[config.mk]
export PLATFORM = sky130hd
export DESIGN_NAME = cacheline_burst_adaptor_flat
export DESIGN_NICKNAME = d
export VERILOG_FILES = /design/src/rtl/cacheline_burst_adaptor_if.sv /design/src/rtl/cacheline_burst_adaptor.sv /design/src/flat_wrapper.sv
export SDC_FILE = /design/constraint.sdc
export NUM_CORES = 1
export LEC_CHECK = 0
export ABC_AREA = 1
export CELL_PAD_IN_SITES_DETAIL_PLACEMENT = 0
export CELL_PAD_IN_SITES_GLOBAL_PLACEMENT = 1
export CORE_AREA = 8 8 269 271
export DETAILED_ROUTE_END_ITERATION = 8
export DIE_AREA = 0 0 277 279
export GPL_TIMING_DRIVEN = 0
export HOLD_SLACK_MARGIN = 0.02
export PLACE_DENSITY_LB_ADDON = 0.25
export SYNTH_ARGS = -nofsm -noshare
export SYNTH_HDL_FRONTEND = slang
export SYNTH_SLANG_ARGS = --single-unit
[constraint.sdc]
create_clock -name clk -period 5.19 [get_ports clk]
set_clock_uncertainty 0.05 [all_clocks]
set_input_delay 1.2975 -clock clk [delete_from_list [all_inputs] [get_ports clk]]
set_output_delay 1.2975 -clock clk [all_outputs]
set_load 0.01 [all_outputs]
[src/rtl/cacheline_burst_adaptor_if.sv]
// Line-side and memory-side signals of the cache line burst adaptor.
// Signal suffixes are from the adaptor's point of view.
// The adaptor connects through the slave modport.
// The cache controller and memory model connect through the master modport.
interface cacheline_burst_adaptor_if #(
  parameter int s_line  = 256,
  parameter int s_burst = 64
) ();
  logic                line_read_i;
  logic                line_write_i;
  logic [31:0]         line_address_i;
  logic [s_line-1:0]   line_wdata_i;
  logic [s_line-1:0]   line_rdata_o;
  logic                line_resp_o;
  logic                mem_read_o;
  logic                mem_write_o;
  logic [31:0]         mem_address_o;
  logic [s_burst-1:0]  mem_wdata_o;
  logic [s_burst-1:0]  mem_rdata_i;
  logic                mem_resp_i;

  modport slave (
    input  line_read_i, line_write_i, line_address_i, line_wdata_i,
    input  mem_rdata_i, mem_resp_i,
    output line_rdata_o, line_resp_o,
    output mem_read_o, mem_write_o, mem_address_o, mem_wdata_o
  );

  modport master (
    output line_read_i, line_write_i, line_address_i, line_wdata_i,
    output mem_rdata_i, mem_resp_i,
    input  line_rdata_o, line_resp_o,
    input  mem_read_o, mem_write_o, mem_address_o, mem_wdata_o
  );
endinterface

[src/rtl/cacheline_burst_adaptor.sv]
// Converts single full-line cache requests into num_beats-beat memory bursts.
// Fill data is assembled one beat-wide lane at a time.
// Writeback data is latched whole and then presented one beat per count.

// One beat-wide slice of the fill buffer.
// Captures the memory beat when its lane is selected.
module cacheline_burst_lane #(
  parameter int w = 64
) (
  input  logic         clk,
  input  logic         rst,
  input  logic         we_i,
  input  logic [w-1:0] d_i,
  output logic [w-1:0] q_o
);
  logic [w-1:0] q_q;

  // Lane register: cleared on reset, loaded on its beat.
  always_ff @(posedge clk) begin
    if (rst)       q_q <= '0;
    else if (we_i) q_q <= d_i;
  end

  assign q_o = q_q;
endmodule

module cacheline_burst_adaptor #(
  parameter int s_line   = 256,
  parameter int s_burst  = 64,
  parameter int s_offset = 5
) (
  input logic clk,
  input logic rst,
  cacheline_burst_adaptor_if.slave bus
);
  localparam int num_beats = s_line / s_burst;
  localparam int cw        = (num_beats > 1) ? $clog2(num_beats) : 1;
  localparam logic [cw-1:0] last_beat = cw'(num_beats - 1);

  typedef enum logic [1:0] {IDLE, RD_BURST, WR_BURST, DONE} state_e;

  state_e                             state_q, state_d;
  logic [cw-1:0]                      count_q, count_d;
  // Only the line-aligned part of the address is ever used.
  logic [31-s_offset:0]               addr_q, addr_d;
  logic [num_beats-1:0][s_burst-1:0]  wline_q, wline_d;
  logic [num_beats-1:0][s_burst-1:0]  rline;
  logic [num_beats-1:0]               beat_we;

  // State, beat counter, latched address and writeback line.
  always_ff @(posedge clk) begin
    if (rst) begin
      state_q <= IDLE;
      count_q <= '0;
      addr_q  <= '0;
      wline_q <= '0;
    end else begin
      state_q <= state_d;
      count_q <= count_d;
      addr_q  <= addr_d;
      wline_q <= wline_d;
    end
  end

  // Next state, request capture and per-beat fill lane select.
  always_comb begin
    state_d = state_q;
    count_d = count_q;
    addr_d  = addr_q;
    wline_d = wline_q;
    beat_we = '0;
    unique case (state_q)
      IDLE: begin
        // A read wins if both requests are high. The controller must never do that.
        if (bus.line_read_i) begin
          addr_d  = bus.line_address_i[31:s_offset];
          state_d = RD_BURST;
        end else if (bus.line_write_i) begin
          addr_d  = bus.line_address_i[31:s_offset];
          wline_d = bus.line_wdata_i;
          state_d = WR_BURST;
        end
      end
      RD_BURST: begin
        if (bus.mem_resp_i) begin
          beat_we[count_q] = 1'b1;
          if (count_q == last_beat) begin
            count_d = '0;
            state_d = DONE;
          end else begin
            count_d = count_q + 1'b1;
          end
        end
      end
      WR_BURST: begin
        if (bus.mem_resp_i) begin
          if (count_q == last_beat) begin
            count_d = '0;
            state_d = DONE;
          end else begin
            count_d = count_q + 1'b1;
          end
        end
      end
      // Requests are not sampled here.
      // This gives the controller a cycle to drop its request after the response.
      DONE: state_d = IDLE;
      default: state_d = IDLE;
    endcase
  end

  // Fill buffer, one lane per beat position.
  for (genvar g = 0; g < num_beats; g++) begin : g_lane
    cacheline_burst_lane #(.w(s_burst)) u_lane (
      .clk  (clk),
      .rst  (rst),
      .we_i (beat_we[g]),
      .d_i  (bus.mem_rdata_i),
      .q_o  (rline[g])
    );
  end

  assign bus.line_rdata_o  = rline;
  assign bus.line_resp_o   = (state_q == DONE);
  assign bus.mem_read_o    = (state_q == RD_BURST);
  assign bus.mem_write_o   = (state_q == WR_BURST);
  assign bus.mem_address_o = {addr_q, {s_offset{1'b0}}};
  assign bus.mem_wdata_o   = wline_q[count_q];
endmodule

[src/flat_wrapper.sv]
// flat-port wrapper written by rule: the top's interface ports become plain ports
module cacheline_burst_adaptor_flat 
#(
  parameter int s_line   = 256,
  parameter int s_burst  = 64,
  parameter int s_offset = 5
)
  (clk, rst, bus_line_read_i, bus_line_write_i, bus_line_address_i, bus_line_wdata_i, bus_mem_rdata_i, bus_mem_resp_i, bus_line_rdata_o, bus_line_resp_o, bus_mem_read_o, bus_mem_write_o, bus_mem_address_o, bus_mem_wdata_o);
  cacheline_burst_adaptor_if #(.s_line(s_line), .s_burst(s_burst)) bus_i ();
  input logic clk;
  input logic rst;
  input wire logic [$bits(bus_i.line_read_i)-1:0] bus_line_read_i;
  input wire logic [$bits(bus_i.line_write_i)-1:0] bus_line_write_i;
  input wire logic [$bits(bus_i.line_address_i)-1:0] bus_line_address_i;
  input wire logic [$bits(bus_i.line_wdata_i)-1:0] bus_line_wdata_i;
  input wire logic [$bits(bus_i.mem_rdata_i)-1:0] bus_mem_rdata_i;
  input wire logic [$bits(bus_i.mem_resp_i)-1:0] bus_mem_resp_i;
  output wire logic [$bits(bus_i.line_rdata_o)-1:0] bus_line_rdata_o;
  output wire logic [$bits(bus_i.line_resp_o)-1:0] bus_line_resp_o;
  output wire logic [$bits(bus_i.mem_read_o)-1:0] bus_mem_read_o;
  output wire logic [$bits(bus_i.mem_write_o)-1:0] bus_mem_write_o;
  output wire logic [$bits(bus_i.mem_address_o)-1:0] bus_mem_address_o;
  output wire logic [$bits(bus_i.mem_wdata_o)-1:0] bus_mem_wdata_o;
  assign bus_i.line_read_i = bus_line_read_i;
  assign bus_i.line_write_i = bus_line_write_i;
  assign bus_i.line_address_i = bus_line_address_i;
  assign bus_i.line_wdata_i = bus_line_wdata_i;
  assign bus_i.mem_rdata_i = bus_mem_rdata_i;
  assign bus_i.mem_resp_i = bus_mem_resp_i;
  assign bus_line_rdata_o = bus_i.line_rdata_o;
  assign bus_line_resp_o = bus_i.line_resp_o;
  assign bus_mem_read_o = bus_i.mem_read_o;
  assign bus_mem_write_o = bus_i.mem_write_o;
  assign bus_mem_address_o = bus_i.mem_address_o;
  assign bus_mem_wdata_o = bus_i.mem_wdata_o;
  cacheline_burst_adaptor #(.s_line(s_line), .s_burst(s_burst), .s_offset(s_offset)) u_core (.clk(clk), .rst(rst), .bus(bus_i));
endmodule
**Word-level counts from Yosys, hierarchy flattened**

Cells that the tools add are included.

- Input bits: 357
- Flip-flop bits (word level): 543
- Logic and storage cells: 44

- Order comparisons: 2
- Add/sub/neg operators: 1
- Bitwise gates (word level): 1
- Eq/ne operators: 7
- Reduce and logical (&&, ||, !) cells: 8
- Muxes and demuxes: 14

Operator list:

| kind | count |
|---|---|
| binary-select mux 64 bit (select 2 bit) | 1 |
| 2-to-1 mux 64 bit | 1 |
| 2-to-1 mux 27 bit | 2 |
| 2-to-1 mux 2 bit | 5 |
| 2-to-1 mux 4 bit | 2 |
| equality test 2 bit, second input constant | 3 |
| one-hot mux 2 bit (3 select lines) | 1 |
| AND reduction 3 bit | 2 |
| != test 2 x 1 -> 1 bit, second input constant | 2 |
| AND reduction 2 bit | 2 |
| less-than comparator 2 x 3 -> 1 bit, second input constant | 1 |
| != test 3 bit, second input constant | 1 |
| adder 2 x 1 -> 2 bit, second input constant | 1 |
| demux 1 bit (select 2 bit) | 1 |
| equality test 2 x 1 -> 1 bit, second input constant | 1 |
| >= comparator 2 x 1 -> 1 bit, second input constant | 1 |
| zero test 2 bit | 1 |
| nonzero test 2 bit | 1 |
| OR reduction 2 bit | 1 |
| logical AND 1 bit | 1 |
| 2-to-1 mux 1 bit | 1 |
| NOT 1 bit | 1 |

**Logic depth before layout (Yosys ltp)**

Gate-level depths: netlist (run 1).

- Word-level depth: 6
- Depth in mapped cells: 10
- Depth with buffers taken out: 7

**Cells and area by module**

Synthesis (run 1) repeated with hierarchy kept, for this count alone.

- Cell total of the unflattened synthesis: 3,266
- Area total of the unflattened synthesis: 22,400.2 um^2

By module, submodules not included:

| module | area each (um^2) | cells an instance | seq. area each (um^2) | times used |
|---|---|---|---|---|
| cacheline_burst_adaptor | 11,735.0 | 1,646 | 5,745.5 | 1 |
| cacheline_burst_lane | 2,666.3 | 405 | 1,281.2 | 4 |

**Worst setup path before layout (run 1)**

OpenSTA, ideal clock, no wires.

- Path type: flip-flop to output port
- From: register u_core.count_q[0]
- To: output bus_mem_wdata_o[36]
- Arrival: 1.157 ns
- Slack: 2.685 ns
- Path buffers: 3
- Required time: 3.843 ns
- Cell stages (with the launch flop): 6
- Cells stage by stage: dfxtp_1 buf_4 buf_2 buf_2 nor2_1 o22ai_1

- Longest elaborated chain between the ends: 2

RTL lines:

| element | RTL line | source |
|---|---|---|
| start, declared | cacheline_burst_adaptor.sv:43 | `logic [cw-1:0] count_q, count_d;` |
| start signal, assigned | cacheline_burst_adaptor.sv:59 | `count_q <= count_d;` |
| binary-select mux 64 bit (select 2 bit) | cacheline_burst_adaptor.sv:128 | `assign bus.mem_wdata_o = wline_q[count_q];` |
| 2-to-1 mux 64 bit (implied by the code) | cacheline_burst_adaptor.sv:128 |  |
| end, declared | flat_wrapper.sv:23 | `output wire logic [$bits(bus_i.mem_wdata_o)-1:0] bus_mem_wdata_o;` |

No other way between the ends. The select of a mux whose other input is x is not followed.

**Worst setup path after layout (run 1)**

- From: register u_core.count_q[0]
- To: output bus_mem_wdata_o[23]

Same word-level chain as after synthesis.

==> metrics.txt, run 1 <==
Buffers on Ports=approximately 700; initial antenna violation count=approximately 40; Routed WL per cell=21.5 um; cts hold-fix bufs=0; Hold WC Path Type=reg -> reg; Post-Syn Instances=~2,800; Synth area leader=dfxtp_1; R2R cell count=9; CTS tree=built; fin crit share=between 80% and 90%; VDD IR-drop max=approximately 260 uV; most frequent cell after synthesis=nor2_1; Post-synth EDFFs=0; first-pass GRT wire length=139,000 um; Post-synth top cells=700 x nor2_1, 543 x dfxtp_1, 508 x o21ai_0; vias in the first global route=between 20,000 and 25,000; DR vias=between 20,000 and 25,000; RSZ-0062 raised after global routing=no; pwr dens=461 nW/um^2; height of the die=roughly 280 um; post-cts resize count=0; full die area=~77,000 sq um; WP data required=about 3.8 ns; setup_tns=0 ns; Async S/R FF share, synth=0%; FMAX=roughly 230 MHz; num rows=96; P_leak=about 0.011 uW; Syn Area/Cell=7.61 sq um; Startpoint Class=flip-flop; Layout Cells excl Fill=approximately 4,500; drt drc=0; Pins Over Slew Limit=0; status=complete, no violations; WL final=96,000 um; Final min period=4.38 ns; dpl cells=about 4,300; Crit Reg-Reg Endpoint=u_core.g_lane[0].u_lane.q_o[21]; Synth Cell Area=about 21,000 sq um; # clock sinks=543; area grow syn2layout=48.6%; H-Tree Depth=2; count of cell types in the netlist=21; Die W=around 280 um; Total GRT Usage=about a quarter; Hold Startpoint=u_core.g_lane[1].u_lane.q_o[21]; Worst Path Arrival=3.03 ns; worst hold endpoint=u_core.g_lane[1].u_lane.q_o[21]; Remaining Overflow, GRT=0; largest net degree at the start of global routing=16; Yosys warnings=0; DR iter-0 viols=approximately 1,200; clock root buffer master=clkbuf_16; Max-Cap Viols=0; Synth area leaders=dfxtp_1 52%, nor2_1 13%, o21ai_0 12%; Slew headroom=approximately 47%; worst-path maximum fanout=10; Post-DP Area=29,100 sq um; Num CTS Buffers=60; layout cells sized above 1=under 10%; Skew-Pair Late Insertion Delay=0.61 ns; Clock transition at path regs=~0.06 ns; Critical Path Sink Type=primary output; hold depth=2; top_reg_cell synth=dfxtp_1; FF+latch count, synth=543; I/O pins=slightly above 700; HPWL after DPL=around 76,000 um; Final ANT Viol Nets=0; sequential cell area fraction in the yosys report=52.0%; Final setup violation count=0; final hold viol count=0; Initial Utilization=a little under a third; Core Footprint=around 68,000 sq um; RePlAce Congestion=between 0.9 and 1; post-synth top area share=about half; Crit Path Category=reg -> out; Finished Cell Area=between 30,000 and 40,000 sq um; RR Startpoint=u_core.count_q[0]; Final nets=~3,900; Worst Max-Slew Pin Slew=0.789 ns; post-CTS setup buffer count=0; first-pass iteration count of the detailed router=5; clk buf depth=3; vias per cell=4.70; FF-to-FF setup slack=2.34 ns
area by class of cell:
type | count | area, sq um
Tap cell | 882 | 1100
Multi-Input combinational cell | 1723 | 7890
Inverter | 265 | 995
Antenna cell | 17 | 42.5
Sequential cell | 543 | 10900
Clock buffer | 91 | 1810
Fill cell | 7151 | 36900
Clock inverter | 20 | 171
Buffer | 223 | 1170
Timing Repair Buffer | 701 | 7020
where the power goes:
part           switching (uW)  internal (uW)
registers                 356           4830
logic                    2710           2140
clock network            1790           2500
total                    4850           9460
layer usage:
| metal | wire [um] | part of all wire (%) | track usage (%) |
|---|---|---|---|
| met1 | 38100 | 40 | 26.9 |
| met2 | 48300 | 50 | 43.0 |
| met3 | 7400 | 7.7 | 7.61 |
| met4 | 1880 | 2.0 | 5.48 |
| met5 | 257 | 0.27 | 0 |
placed cells by master (no fill, tap or decap), types with 64 or more instances in the layout:
cell / netlist / final
o21ai_0: 508 / 508
a21oi_1: 258 / 258
clkdlybuf4s50_1: 0 / 701
o21ai_1: 163 / 163
o22ai_1: 64 / 64
clkbuf_1: 100 / 113
dfxtp_1: 543 / 543
inv_1: 260 / 260
nor2_1: 700 / 700
worst max-delay path, cell delays in order, from the launching register on:
cell             delay (ns)
dfxtp_1                0.56
buf_4                  0.29
clkbuf_1               0.49
nor2_1                 0.09
o22ai_1                0.35
clkdlybuf4s50_1        0.62
metrics by stage:
step | hold slack, ns | utilization (%) | power, uW | worst slack [ns]
after floorplan | 0.399 | - | 7520 | 2.69
after global placement | 0.381 | 42.7 | 10200 | 1.36
after detailed placement | 0.385 | 42.7 | 10200 | 1.38
after CTS | 0.394 | 45.6 | 14500 | 0.702
after global routing | 0.407 | 45.7 | 15100 | 0.546
final | 0.391 | 45.7 | 14300 | 0.811
registers in the layout, indices dropped and copies added (netlist names):
register / cells
u_core.wline_q: 256
u_core.count_q: 2
u_core.addr_q: 27
u_core.g_lane.u_lane.q_o: 256
u_core.state_q: 2
cell families (layout without fill, tap and decap cells):
family	Yosys count	in the layout	synth area share (%)
other	1	22	0.0179
DFF	543	543	52.0
buffers and inverters	488	1300	10.4
adders and majority gates	9	9	0.538
AOI/OAI and AO/OA	994	994	24.2
and+or+nand+nor	715	715	12.9
worst max path at each step:
stage	start	to	slack, ns	cells past startpoint
global placement	u_core.count_q[0]	bus_mem_wdata_o[23]	1.36	5
finish	u_core.count_q[0]	bus_mem_wdata_o[23]	0.81	5
detailed placement	u_core.count_q[1]	bus_mem_wdata_o[23]	1.38	5
global route	u_core.count_q[0]	bus_mem_wdata_o[23]	0.55	5
floorplan	u_core.count_q[0]	bus_mem_wdata_o[36]	2.69	5
CTS	u_core.count_q[1]	bus_mem_wdata_o[23]	0.70	5
Note: power is estimated with default switching activity, not from simulation.
==> run 2: changes to the inputs <==
--- a/config.mk
+++ b/config.mk
@@ -8,9 +8,9 @@
 export ABC_AREA = 1
 export CELL_PAD_IN_SITES_DETAIL_PLACEMENT = 0
 export CELL_PAD_IN_SITES_GLOBAL_PLACEMENT = 1
-export CORE_AREA = 8 8 269 271
+export CORE_MARGIN = 8
+export CORE_UTILIZATION = 29
 export DETAILED_ROUTE_END_ITERATION = 8
-export DIE_AREA = 0 0 277 279
 export GPL_TIMING_DRIVEN = 0
 export HOLD_SLACK_MARGIN = 0.02
 export PLACE_DENSITY_LB_ADDON = 0.25
==> constraint.sdc (replaced) <==
create_clock -name clk -period 3.5 [get_ports clk]
set_clock_uncertainty 0.05 [all_clocks]
set_input_delay 0.875 -clock clk [delete_from_list [all_inputs] [get_ports clk]]
set_output_delay 0.875 -clock clk [all_outputs]
set_load 0.01 [all_outputs]
==> metrics.txt, run 2 (synthesis gave the netlist of run 1 again) <==
Hold WC Path Type=reg -> reg; Die W=285 um (+2.7%); final hold viol count=0 (unchanged); Pins Over Slew Limit=0 (unchanged); Initial Utilization=29.3% (-1.5 points); Worst Path Arrival=2.49 ns (-0.54 ns); hold depth=2 (unchanged); DR vias=21,000 (+0.014%); Startpoint Class=flip-flop; Routed WL per cell=21.2 um (-1.2%); vias per cell=4.64 (-1.3%); FMAX=293 MHz; Total GRT Usage=22.5% (-1.2 points); Skew-Pair Late Insertion Delay=0.60 ns (about the same); Buffers on Ports=701 (unchanged); Layout Cells excl Fill=4,523 (+1.3%); commonest non-fill, non-tap cell in the layout=nor2_1; WL final=96,100 um (about the same); Worst Setup SP=u_core.count_q[0]; clk buf depth=3 (unchanged); pwr dens=683 nW/um^2 (+48%); Final nets=3,882 (-0.026%); Worst Max-Slew Pin Slew=0.737 ns (-0.0523 ns); HPWL after DPL=76,200 um (+0.18%); Post-DP Area=29,100 sq um (+0.29%); Final min period=around 3.4 ns; Final ANT Viol Nets=0 (unchanged); # clock sinks=543 (unchanged); layout cells sized above 1=7.24% (+0.85 points); Slew headroom=50.9% (+3.5 points); most frequent cells in the layout=700 x nor2_1, 646 x clkdlybuf4s50_1, 541 x dfxtp_1; Critical Path End=bus_mem_wdata_o[13]; CTS tree=built; Max-Cap Viols=0 (unchanged); Core Footprint=71,500 sq um (+5.1%); drt drc=0 (unchanged); status=complete, no violations; Remaining Overflow, GRT=0 (unchanged); RR Startpoint=u_core.count_q[0]; worst-path maximum fanout=10 (unchanged); initial antenna violation count=35 (-15%); height of the die=285 um (+2.0%); P_leak=0.0118 uW (+4.5%); area grow syn2layout=49.8%; VDD IR-drop max=490 uV (+85%); first-pass iteration count of the detailed router=5 (unchanged); Critical Path Sink Type=primary output; final hold slack=0.391 ns (+0.000141 ns); num rows=98 (+2.1%); Num CTS Buffers=59 (-1.7%); R2R cell count=9 (unchanged); WP data required=2.57 ns (-1.27 ns); Crit Reg-Reg Endpoint=u_core.g_lane[0].u_lane.q_o[13]; dpl cells=4,405 (+1.6%); Final setup violation count=0 (unchanged); I/O pins=712 (unchanged); fin crit share=between 90% and 100%; Crit Path Category=reg -> out; full die area=81,000 sq um (+4.8%); post-route setup slack=0.0821 ns (-0.728 ns); RSZ-0062 raised after global routing=yes; Finished Cell Area=31,300 sq um (+0.84%); DR iter-0 viols=1,057 (-15%); Clock transition at path regs=0.06 ns (about the same); FF-to-FF setup slack=0.93 ns (-1.41 ns); post-route total power=21,400 uW (+49%); clock root buffer master=clkbuf_16; largest net degree at the start of global routing=15 (-1); cts hold-fix bufs=0 (unchanged); post-CTS setup buffer count=0 (unchanged); vias in the first global route=21,000 (+0.70%); first-pass GRT wire length=139,000 um (+0.19%); pre-CTS setup slack=0.0775 ns (-1.30 ns); Filler cells=7,543 (+5.5%); RePlAce Congestion=0.866 (-6.6%); H-Tree Depth=2 (unchanged)
-- run 2: layer usage --
| layer | vias to the layer above | wire (um) | track usage (%) |
|---|---|---|---|
| met2 | 640 | 48100 | 41.0 |
| li1 | 10500 | - | - |
| met3 | 137 | 7410 | 7.39 |
| met5 | - | 257 | 0 |
| met4 | 42 | 1790 | 4.52 |
| met1 | 9645 | 38500 | 25.5 |
-- run 2: worst max-delay path, stage by stage, from the launching register on --
cell and delay (ns):
dfxtp_4 0.39, buf_6 0.18, inv_2 0.09, buf_6 0.19, buf_4 0.20, o21ai_0 0.10, o22ai_1 0.13, clkdlybuf4s50_1 0.59
-- run 2: worst min path at each step --
stage | start | endpoint | slack [ns]
after floorplan | u_core.wline_q[174] | u_core.wline_q[174] | 0.40
after global placement | u_core.g_lane[0].u_lane.q_o[49] | u_core.g_lane[0].u_lane.q_o[49] | 0.38
after detailed placement | u_core.g_lane[1].u_lane.q_o[29] | u_core.g_lane[1].u_lane.q_o[29] | 0.39
after CTS | u_core.g_lane[0].u_lane.q_o[36] | u_core.g_lane[0].u_lane.q_o[36] | 0.40
after global routing | u_core.g_lane[2].u_lane.q_o[42] | u_core.g_lane[2].u_lane.q_o[42] | 0.41
final | u_core.g_lane[1].u_lane.q_o[51] | u_core.g_lane[1].u_lane.q_o[51] | 0.39
-- run 2: area by class of cell --
cell class | count | area [sq um] | share of cell area (%)
clock inverter | 12 | 163 | 0.519
inverter | 265 | 995 | 3.17
tap | 950 | 1190 | 3.79
buffer | 223 | 1260 | 4.02
sequential | 543 | 10900 | 34.7
antenna | 9 | 22.5 | 0.0719
clock buffer | 97 | 1930 | 6.16
timing repair buffer | 701 | 7000 | 22.3
multi-input combinational | 1723 | 7900 | 25.2
-- run 2: per-stage QoR --
step | setup TNS [ns] | util [%]
global placement | 0 | 40.8
global route | -0.00750 | 43.8
finish | 0 | 43.8
CTS | -0.0339 | 43.7
detailed placement | 0 | 40.8
floorplan | 0 | -
-- run 2: timing repair --
action / in CTS / in global routing
gates resized for setup: 91 / 19
gates cloned: 0 / 0
setup endpoints to repair: 64 / 15
pin swaps: 2 / 0
-- run 2: power breakdown --
part / switching [uW] / internal (uW) / leakage (uW)
Combinational: 4030 / 3010 / 0.00634
Sequential: 526 / 7170 / 0.00443
Clock: 2630 / 4030 / 0.00104
Total: 7190 / 14200 / 0.0118
